--- src/rtl/spi_flash_mmio.sv ---
`timescale 1ns/1ps
`default_nettype none
// ============================================================================
// Module   : spi_flash_mmio
// Purpose  : CPU-bus read responder backed by an external SPI NOR flash.
//            Each in-window word read becomes a serial READ (0x03) with a
//            24-bit address and 32 data bits. The result is signalled with a
//            one-cycle memReady pulse. A release-from-power-down (0xAB)
//            command and a settle wait run once after every reset.
// Ports    : clk, reset (sync, active low)
//            memAddress/memWriteData/memWrite/memRead/byteMask : CPU bus in
//            memReadData/memReady                              : CPU bus out
//            busy                                              : not IDLE
//            spi_cs_n/spi_sck/spi_mosi/spi_miso                : SPI mode 0
// Revision : 1.0  initial release
// ============================================================================
module spi_flash_mmio #(
    parameter logic [31:0] BASE_ADDR    = 32'h0010_0000,
    parameter logic [31:0] WINDOW_BYTES = 32'h0010_0000,
    parameter logic [23:0] FLASH_OFFSET = 24'h10_0000,
    parameter int unsigned CLK_DIV      = 1,
    parameter int unsigned WAKE_CYCLES  = 48
) (
    input  logic        clk,
    input  logic        reset,
    input  logic [31:0] memAddress,
    input  logic [31:0] memWriteData,
    input  logic        memWrite,
    input  logic        memRead,
    input  logic [3:0]  byteMask,
    output logic [31:0] memReadData,
    output logic        memReady,
    output logic        busy,
    output logic        spi_cs_n,
    output logic        spi_sck,
    output logic        spi_mosi,
    input  logic        spi_miso
);

    localparam logic [2:0] c_st_wake_cmd  = 3'd0;
    localparam logic [2:0] c_st_wake_wait = 3'd1;
    localparam logic [2:0] c_st_idle      = 3'd2;
    localparam logic [2:0] c_st_cmd       = 3'd3;
    localparam logic [2:0] c_st_addr      = 3'd4;
    localparam logic [2:0] c_st_data      = 3'd5;
    localparam logic [2:0] c_st_done      = 3'd6;
    localparam logic [2:0] c_st_hold      = 3'd7;

    localparam logic [15:0] c_div_last  = 16'(CLK_DIV - 1);
    localparam logic [15:0] c_wake_last = 16'(WAKE_CYCLES - 1);
    localparam logic [32:0] c_win_end   = {1'b0, BASE_ADDR} + {1'b0, WINDOW_BYTES};

    logic [2:0]  r_state, w_state_nxt;
    logic [15:0] r_div,   w_div_nxt;
    logic        r_high,  w_high_nxt;
    logic [5:0]  r_bit,   w_bit_nxt;
    logic [31:0] r_tx,    w_tx_nxt;
    logic [31:0] r_rx,    w_rx_nxt;
    logic        r_cs_n,  w_cs_n_nxt;
    logic        r_sck,   w_sck_nxt;
    logic        r_mosi,  w_mosi_nxt;
    logic [31:0] r_rdata, w_rdata_nxt;
    logic        r_ready, w_ready_nxt;
    logic [15:0] r_wait,  w_wait_nxt;

    logic        w_hit;
    logic [31:0] w_offset;
    logic [23:0] w_flash_addr;
    logic        w_tail;
    logic        w_shifting;
    logic        w_bit_end;
    logic        w_unused;

    // 33-bit compare so a window ending at 4 GiB does not wrap.
    assign w_hit        = (memAddress >= BASE_ADDR) && ({1'b0, memAddress} < c_win_end);
    assign w_offset     = memAddress - BASE_ADDR;
    assign w_flash_addr = FLASH_OFFSET + {w_offset[23:2], 2'b00};
    assign w_unused     = ^{memWriteData, byteMask, w_offset[31:24], w_offset[1:0]};

    // Tail: all bits of the frame are out and SCK is already low; the next
    // edge raises CS.
    assign w_tail     = ((r_state == c_st_wake_cmd) && (r_bit == 6'd8)) ||
                        ((r_state == c_st_data)     && (r_bit == 6'd32));
    assign w_shifting = ((r_state == c_st_wake_cmd) || (r_state == c_st_cmd) ||
                         (r_state == c_st_addr)     || (r_state == c_st_data)) &&
                        !r_cs_n && !w_tail;

    always_comb begin
        w_state_nxt = r_state;
        w_div_nxt   = r_div;
        w_high_nxt  = r_high;
        w_bit_nxt   = r_bit;
        w_tx_nxt    = r_tx;
        w_rx_nxt    = r_rx;
        w_cs_n_nxt  = r_cs_n;
        w_sck_nxt   = r_sck;
        w_mosi_nxt  = r_mosi;
        w_rdata_nxt = r_rdata;
        w_ready_nxt = 1'b0;
        w_wait_nxt  = r_wait;
        w_bit_end   = 1'b0;

        // Shared bit engine: low phase then high phase, CLK_DIV cycles each.
        if (w_shifting) begin
            if (r_div == c_div_last) begin
                w_div_nxt = '0;
                if (!r_high) begin
                    w_high_nxt = 1'b1;
                    w_sck_nxt  = 1'b1;
                    if (r_state == c_st_data) begin
                        w_rx_nxt = {r_rx[30:0], spi_miso};
                    end
                end else begin
                    w_high_nxt = 1'b0;
                    w_sck_nxt  = 1'b0;
                    w_bit_end  = 1'b1;
                    w_bit_nxt  = r_bit + 6'd1;
                    w_tx_nxt   = {r_tx[30:0], 1'b0};
                    w_mosi_nxt = r_tx[30];
                end
            end else begin
                w_div_nxt = r_div + 16'd1;
            end
        end

        case (r_state)
            c_st_wake_cmd, c_st_cmd: begin
                if (r_cs_n) begin
                    // Frame setup: CS falls with the first bit on MOSI.
                    w_cs_n_nxt = 1'b0;
                    w_mosi_nxt = r_tx[31];
                    w_div_nxt  = '0;
                    w_high_nxt = 1'b0;
                end else if (w_tail) begin
                    w_cs_n_nxt  = 1'b1;
                    w_mosi_nxt  = 1'b0;
                    w_wait_nxt  = '0;
                    w_state_nxt = c_st_wake_wait;
                end else if (w_bit_end && (r_bit == 6'd7) && (r_state == c_st_cmd)) begin
                    w_state_nxt = c_st_addr;
                end
            end
            c_st_wake_wait: begin
                if (r_wait == c_wake_last) begin
                    w_state_nxt = c_st_idle;
                end else begin
                    w_wait_nxt = r_wait + 16'd1;
                end
            end
            c_st_idle: begin
                if (w_hit && memWrite) begin
                    w_ready_nxt = 1'b1;
                    w_state_nxt = c_st_done;
                end else if (w_hit && memRead) begin
                    w_tx_nxt    = {8'h03, w_flash_addr};
                    w_bit_nxt   = '0;
                    w_state_nxt = c_st_cmd;
                end
            end
            c_st_addr: begin
                if (w_bit_end && (r_bit == 6'd31)) begin
                    w_bit_nxt   = '0;
                    w_mosi_nxt  = 1'b0;
                    w_state_nxt = c_st_data;
                end
            end
            c_st_data: begin
                w_mosi_nxt = 1'b0;
                if (w_tail) begin
                    // First byte on the wire lands in the least significant lane.
                    w_cs_n_nxt  = 1'b1;
                    w_ready_nxt = 1'b1;
                    w_rdata_nxt = {r_rx[7:0], r_rx[15:8], r_rx[23:16], r_rx[31:24]};
                    w_state_nxt = c_st_done;
                end
            end
            c_st_done: begin
                w_state_nxt = c_st_hold;
            end
            default: begin
                // Hold off refetch until the CPU lets go of this request.
                if (!w_hit || !(memRead || memWrite)) begin
                    w_state_nxt = c_st_idle;
                end
            end
        endcase
    end

    always_ff @(posedge clk) begin
        if (!reset) begin
            r_state <= c_st_wake_cmd;
            r_div   <= '0;
            r_high  <= 1'b0;
            r_bit   <= '0;
            r_tx    <= {8'hAB, 24'h0};
            r_rx    <= '0;
            r_cs_n  <= 1'b1;
            r_sck   <= 1'b0;
            r_mosi  <= 1'b0;
            r_rdata <= '0;
            r_ready <= 1'b0;
            r_wait  <= '0;
        end else begin
            r_state <= w_state_nxt;
            r_div   <= w_div_nxt;
            r_high  <= w_high_nxt;
            r_bit   <= w_bit_nxt;
            r_tx    <= w_tx_nxt;
            r_rx    <= w_rx_nxt;
            r_cs_n  <= w_cs_n_nxt;
            r_sck   <= w_sck_nxt;
            r_mosi  <= w_mosi_nxt;
            r_rdata <= w_rdata_nxt;
            r_ready <= w_ready_nxt;
            r_wait  <= w_wait_nxt;
        end
    end

    assign memReadData = r_rdata;
    assign memReady    = r_ready;
    assign busy        = (r_state != c_st_idle);
    assign spi_cs_n    = r_cs_n;
    assign spi_sck     = r_sck;
    assign spi_mosi    = r_mosi;

endmodule
`default_nettype wire

--- config.mk ---
export PLATFORM = sky130hd
export DESIGN_NAME = spi_flash_mmio
export DESIGN_NICKNAME = d
export VERILOG_FILES = /design/src/rtl/spi_flash_mmio.sv
export SDC_FILE = /design/constraint.sdc
export NUM_CORES = 1
export LEC_CHECK = 0
export CELL_PAD_IN_SITES_DETAIL_PLACEMENT = 0
export CELL_PAD_IN_SITES_GLOBAL_PLACEMENT = 1
export CORE_ASPECT_RATIO = 0.9
export CORE_UTILIZATION = 39
export DETAILED_ROUTE_END_ITERATION = 12
export HOLD_SLACK_MARGIN = 0.02
export PLACE_DENSITY = 0.9
export SLEW_MARGIN = 10
export SYNTH_ARGS = -nofsm -noshare
export SYNTH_HDL_FRONTEND = slang
export SYNTH_SLANG_ARGS = --single-unit
--- constraint.sdc ---
create_clock -name clk -period 2.9 [get_ports clk]
set_clock_uncertainty 0.05 [all_clocks]
set_input_delay 0.29 -clock clk [delete_from_list [all_inputs] [get_ports clk]]
set_output_delay 0.29 -clock clk [all_outputs]
set_load 0.1 [all_outputs]
Word-level counts from Yosys, hierarchy flattened

Cells that the tools add are included.

Add/subtract/negate cells: 5
$lt $le $gt $ge: 2
Equal/unequal tests: 20
Multiplexer cells: 52
Bitwise logic cells: 1
Reduce and logical (&&, ||, !) cells: 32

Operator list:

| kind                     | number |
|---|---|
| $mux W32                 | 6 |
| $mux W16                 | 7 |
| $mux W6                  | 6 |
| $add A16 B1 Y16 const B  | 2 |
| $ge A32 B21 Y1 const B   | 1 |
| $lt A32 B22 Y1 const B   | 1 |
| $pmux W16 S2             | 1 |
| $mux W3                  | 9 |
| $add A21 B24 Y24 const A | 1 |
| $sub A24 B21 Y24 const B | 1 |
| $mux W1                  | 18 |
| $pmux W3 S6              | 1 |
| $eq A16 B6 Y1 const B    | 1 |
| $logic_not A16 Y1        | 1 |
| $pmux W6 S2              | 1 |
| $logic_and A1 B1 Y1      | 10 |
| $ne A2 B2 Y1 const B     | 5 |
| $eq A3 B3 Y1 const B     | 3 |
| $reduce_and A4 Y1        | 2 |
| $reduce_and A7 Y1        | 1 |
| $reduce_bool A7 Y1       | 1 |
| $add A6 B1 Y6 const B    | 1 |
| $eq A3 B2 Y1 const B     | 2 |
| $eq A6 B3 Y1 const B     | 1 |
| 16 further kinds         | 29 |

Bits in registers: 142
Input bits: 73
Output and inout bits: 37
Word-level logic and storage cells: 124

Logic depth before layout (Yosys ltp)

Word-level depth: 13
Gate-level depth with buffers: 12
Depth with buffers taken out: 11

Worst setup path after synthesis

OpenSTA, ideal clock, no wires.

Path kind: register -> register
Start: register r_cs_n (netlist: spi_cs_n)
End: register r_tx[23]
Library setup time: 0.132 ns
Data arrival time: 2.512 ns
Required time: 2.718 ns
Slack: 0.206 ns
Stages on the path, launching flop included: 11
Buffers on the path: 4
Period minus slack after synthesis: 2.694 ns
Cells stage by stage: dfxtp_1 clkbuf_1 nor2_1 mux2i_2 nor4bb_4 buf_6 and2_4 buf_6 buf_6 mux2i_1 a21oi_1

Longest elaborated chain between the ends: 7

RTL lines:

| element                 | RTL line | text |
|---|---|---|
| from (decl)             | 59       | `logic r_cs_n, w_cs_n_nxt;` |
| from (signal assigned)  | 210      | `r_cs_n <= w_cs_n_nxt;` |
| $logic_not A1 Y1 (*)    | 86       | `!r_cs_n && !w_tail;` |
| $logic_and A1 B1 Y1 (*) | 85       | `(r_state == c_st_addr) \|\| (r_state == c_st_data)) &&` |
| $logic_and A1 B1 Y1 (*) | 86       |  |
| $mux W32 (*)            | 104      | `if (w_shifting) begin` |
| $mux W32                | 154      | `end else if (w_hit && memRead) begin` |
| $mux W32                | 151      | `if (w_hit && memWrite) begin` |
| $mux W32 (*)            | 126      | `case (r_state)` |
| to (signal assigned)    | 195      | `r_tx <= {8'hAB, 24'h0};` |
| to (signal assigned)    | 208      | `r_tx <= w_tx_nxt;` |
| to (decl)               | 57       | `logic [31:0] r_tx, w_tx_nxt;` |

Mark *: on every way between the ends. The rest lies on a longest branch, timed or not.
A chain may end at the register's enable or synchronous reset.

Final worst setup path

Start: register r_div[0]
End: register r_state[0]

Longest elaborated chain between the ends: 7
Elaborated cells between the ends (all ways): 9
Those cells by class: eq/ne: 2; mux: 2; reduce/logical: 5

RTL lines:

| element                           | RTL line | text |
|---|---|---|
| from (decl)                       | 54       | `logic [15:0] r_div, w_div_nxt;` |
| from (signal assigned)            | 205      | `r_div <= w_div_nxt;` |
| $logic_not A16 Y1 (*)             | 105      | `if (r_div == c_div_last) begin` |
| $mux W1 (*)                       | 105      |  |
| $mux W1 (*)                       | 104      |  |
| $logic_and A1 B1 Y1 (2 in series) | 139      | `end else if (w_bit_end && (r_bit == 6'd7) && (r_state == c_st_cmd)) begin` |
| $ne A3 B3 Y1 (no line)            | --       |  |
| $reduce_and A7 Y1 (no line) (*)   | --       |  |
| to (signal assigned)              | 191      | `r_state <= c_st_wake_cmd;` |
| to (signal assigned)              | 204      | `r_state <= w_state_nxt;` |
| to (decl)                         | 53       | `logic [2:0] r_state, w_state_nxt;` |

Marked as above.

==> out/metrics.csv <==
metric,value,unit
run status,completed,
final WL,13.0,mm
WS Path Type,reg2reg,
sw frac,0.254,
Synth Area in XOR/XNOR,0.0525,
Die X,136,µm
post-layout util,0.490,
Synth top area share,0.449,
Iteration-0 DRC Markers,281,
critical-path cell list,"inv_1, ha_1, nor4b_1, and4_1, ha_1, nor4bb_1, nand4_1, nand3_1, nand3_1, a2111oi_0, nor3_1",
post-CTS sizing,0,
Final WS setup,290,ps
"Cell Area, Placed",7100,µm²
Fin. Hold Viols,0,
Vias/cell,5.06,
top_reg_cell synth,dfxtp_1,
total track usage,0.165,
DRC violations left,0,
max cap viols,0,
I/O pins,110,
post-synth top area cell,dfxtp_1,
# nets final,911,
I/O Buffers,73,
vias in the first global route,4614,
WL/cell,12.5,µm
grt ovf,0,
largest family of logic cells by synthesized area,simple AND/OR/NAND/NOR gates,
vias,5281,
Synth Area in Compound Gates,0.153,
met1 Use GR,0.221,
Cells after Synth,768,
post-synthesis adder-cell area fraction,0.0178,
Initial Util,0.405,
post-route cell area,7670,µm²
count of pins over their slew limit,0,
Comb pwr share,0.087,
WP buf/inv,1,
GP Congestion,0.817,
Final Setup Violations,0,
Avg Inst Size Synth,8.25,µm²
Post-DRT Antenna Nets,0,
postcts setup bufs,0,
most common cell in the netlist,nand2_1,
first-pass GRT wire length,21.9,mm
CTS H-Tree Depth,4,
Syn Nets,850,
Worst-Skew Late Latency,420,ps
Synth area leaders,"dfxtp_1 45%, nand2_1 12%, a21boi_0 6.3%",
RSZ-0062 raised after global routing,false,
Worst Path Arrival,2850,ps
CTS Buffer Depth,2,
Switch Pwr,1.14,mW
Place WS,309,ps
post-layout min period,2610,ps
Worst-Margin Slew,716,ps
CTS buffer count,17,
CP required,3140,ps
Ys Warns,0,
Worst Hold Class,in2reg,
CTS tree,done,
Power Internal,3.36,mW
Reg power frac,0.446,
Clock Tree Root,clkbuf_16,
"Clk pin slew, worst setup/hold paths",60,ps
register area share after synthesis,0.449,
largest net degree at the start of global routing,66,
mux contribution to synthesized area,0.0148,
Synth async-reset ratio,0,
n_diodes,0,
# rows,43,
number of synthesized flops with an enable pin,0,
most used routing layer in global routing,met2,
number of fill cells in the layout,1491,
Netlist Area Pre-Place,6330,µm²
Rel. slew slack,0.521,
clock network power share,0.467,
crit-path max cell delay,390,ps
share of cells above drive strength 1,0.110,
startpoint types,register,
Yosys cell types,50,
leakage,2.72,nW
Synth Area in Simple Gates,0.265,
first drt pass iteration count,4,
core area,15700,µm²
type of element capturing the critical path,register,
cts hold-fix bufs,0,
dpl hpwl,8.35,mm
Fmax achieved,383,MHz
Global Route met2 Usage,0.253,
fin crit share,0.900,
clock sink count,142,
area grow syn2layout,21.2,%
M3 GR Usage,0.0455,
cell family with most CP delay,simple AND/OR/NAND/NOR gates,
Peak supply drop,0.527,mV
Worst path slowest cell,a2111oi_0,
Commonest cells post-synth,"207 x nand2_1, 142 x dfxtp_1, 53 x a21boi_0, 51 x nor2_1, 31 x o21ai_0",
total negative setup slack,0,ps
Cell Pwr Density,586,nW/µm²
post-synthesis register bit count,142,
total power,4.50,mW
Die Y,123,µm
initial antenna violation count,0,
Die Footprint,16800,µm²
Crit Path Max Fanout,4,
## layer usage
metal | up-vias | part of all wire | wire [µm]
met3 | 10 | 0.048 | 621
met1 | 2404 | 0.50 | 6510
met4 | 0 | 0.0093 | 121
met5 | - | 0 | 0
li1 | 2751 | - | -
met2 | 116 | 0.44 | 5780
## power by group through the flow
stage	logic, mW	registers [mW]	clock network, mW
global placement	0.391	2.05	0
detailed placement	0.392	2.05	0
floorplan	0.230	2.09	0
CTS	0.394	2.01	2.14
global route	0.425	2.01	2.24
finish	0.390	2.01	2.10
## sequential cells by signal (all words and copies together) (netlist names)
signal       count
memReadData     32
memReady         1
r_bit            6
r_div           16
r_high           1
r_rx            32
r_state          3
r_tx            32
r_wait          16
spi_cs_n         1
spi_mosi         1
spi_sck          1
## layout by cell type (no fill, tap or decap), drive strengths merged, types with 4 or more instances in the layout
cell type and count:
nand2 207, dfxtp 142, a21boi 65, buf 56, nor2 51, clkdlybuf4s50 35
o21ai 32, a31oi 24, nand3 22, xnor2 20, clkbuf 19, inv 19
xor2 18, nand4 16, nor3 12, a21oi 12, nor4 12, ha 9
mux2i 9, and3 8, nor4b 7, and4 5, nor2b 5, and2 4
## cell families (layout without fill, tap and decap cells)
group,count (synthesis),count (layout)
fa+ha+maj,9,9
mux,9,9
buf+inv,61,135
xor+xnor,38,38
flops,142,142
compound gates,145,145
simple gates,364,364
## final timing paths
kind         depth (start not counted)                 endpoint  slack (ps)                start
max                                 11  r_state[0]$_SDFFE_PN0P_         290  r_div[0]$_SDFF_PN0_
min                                  2      r_tx[31]$_SDFF_PN1_         180                reset
min reg2reg                          2       r_tx[0]$_SDFF_PN0_         380   r_tx[0]$_SDFF_PN0_
max reg2reg                         11  r_state[0]$_SDFFE_PN0P_         290  r_div[0]$_SDFF_PN0_
## metrics by stage
stage               hold WS, ps  instances
finish                      177       1044
global route                198       1044
CTS                         171       1044
detailed placement          379       1012
global placement            367       1012
floorplan                   360        768
## final cells by class
| cell class | count | area [µm²] | area share |
|---|---|---|---|
| Multi-Input combinational cell | 565 | 3180 | 0.415 |
| Inverter | 12 | 45.0 | 0.00587 |
| Clock inverter | 13 | 126 | 0.0165 |
| Tap cell | 202 | 253 | 0.0329 |
| Clock buffer | 19 | 443 | 0.0577 |
| Sequential cell | 142 | 2840 | 0.370 |
| Timing Repair Buffer | 91 | 781 | 0.102 |
Note: power is estimated with default switching activity, not from simulation.
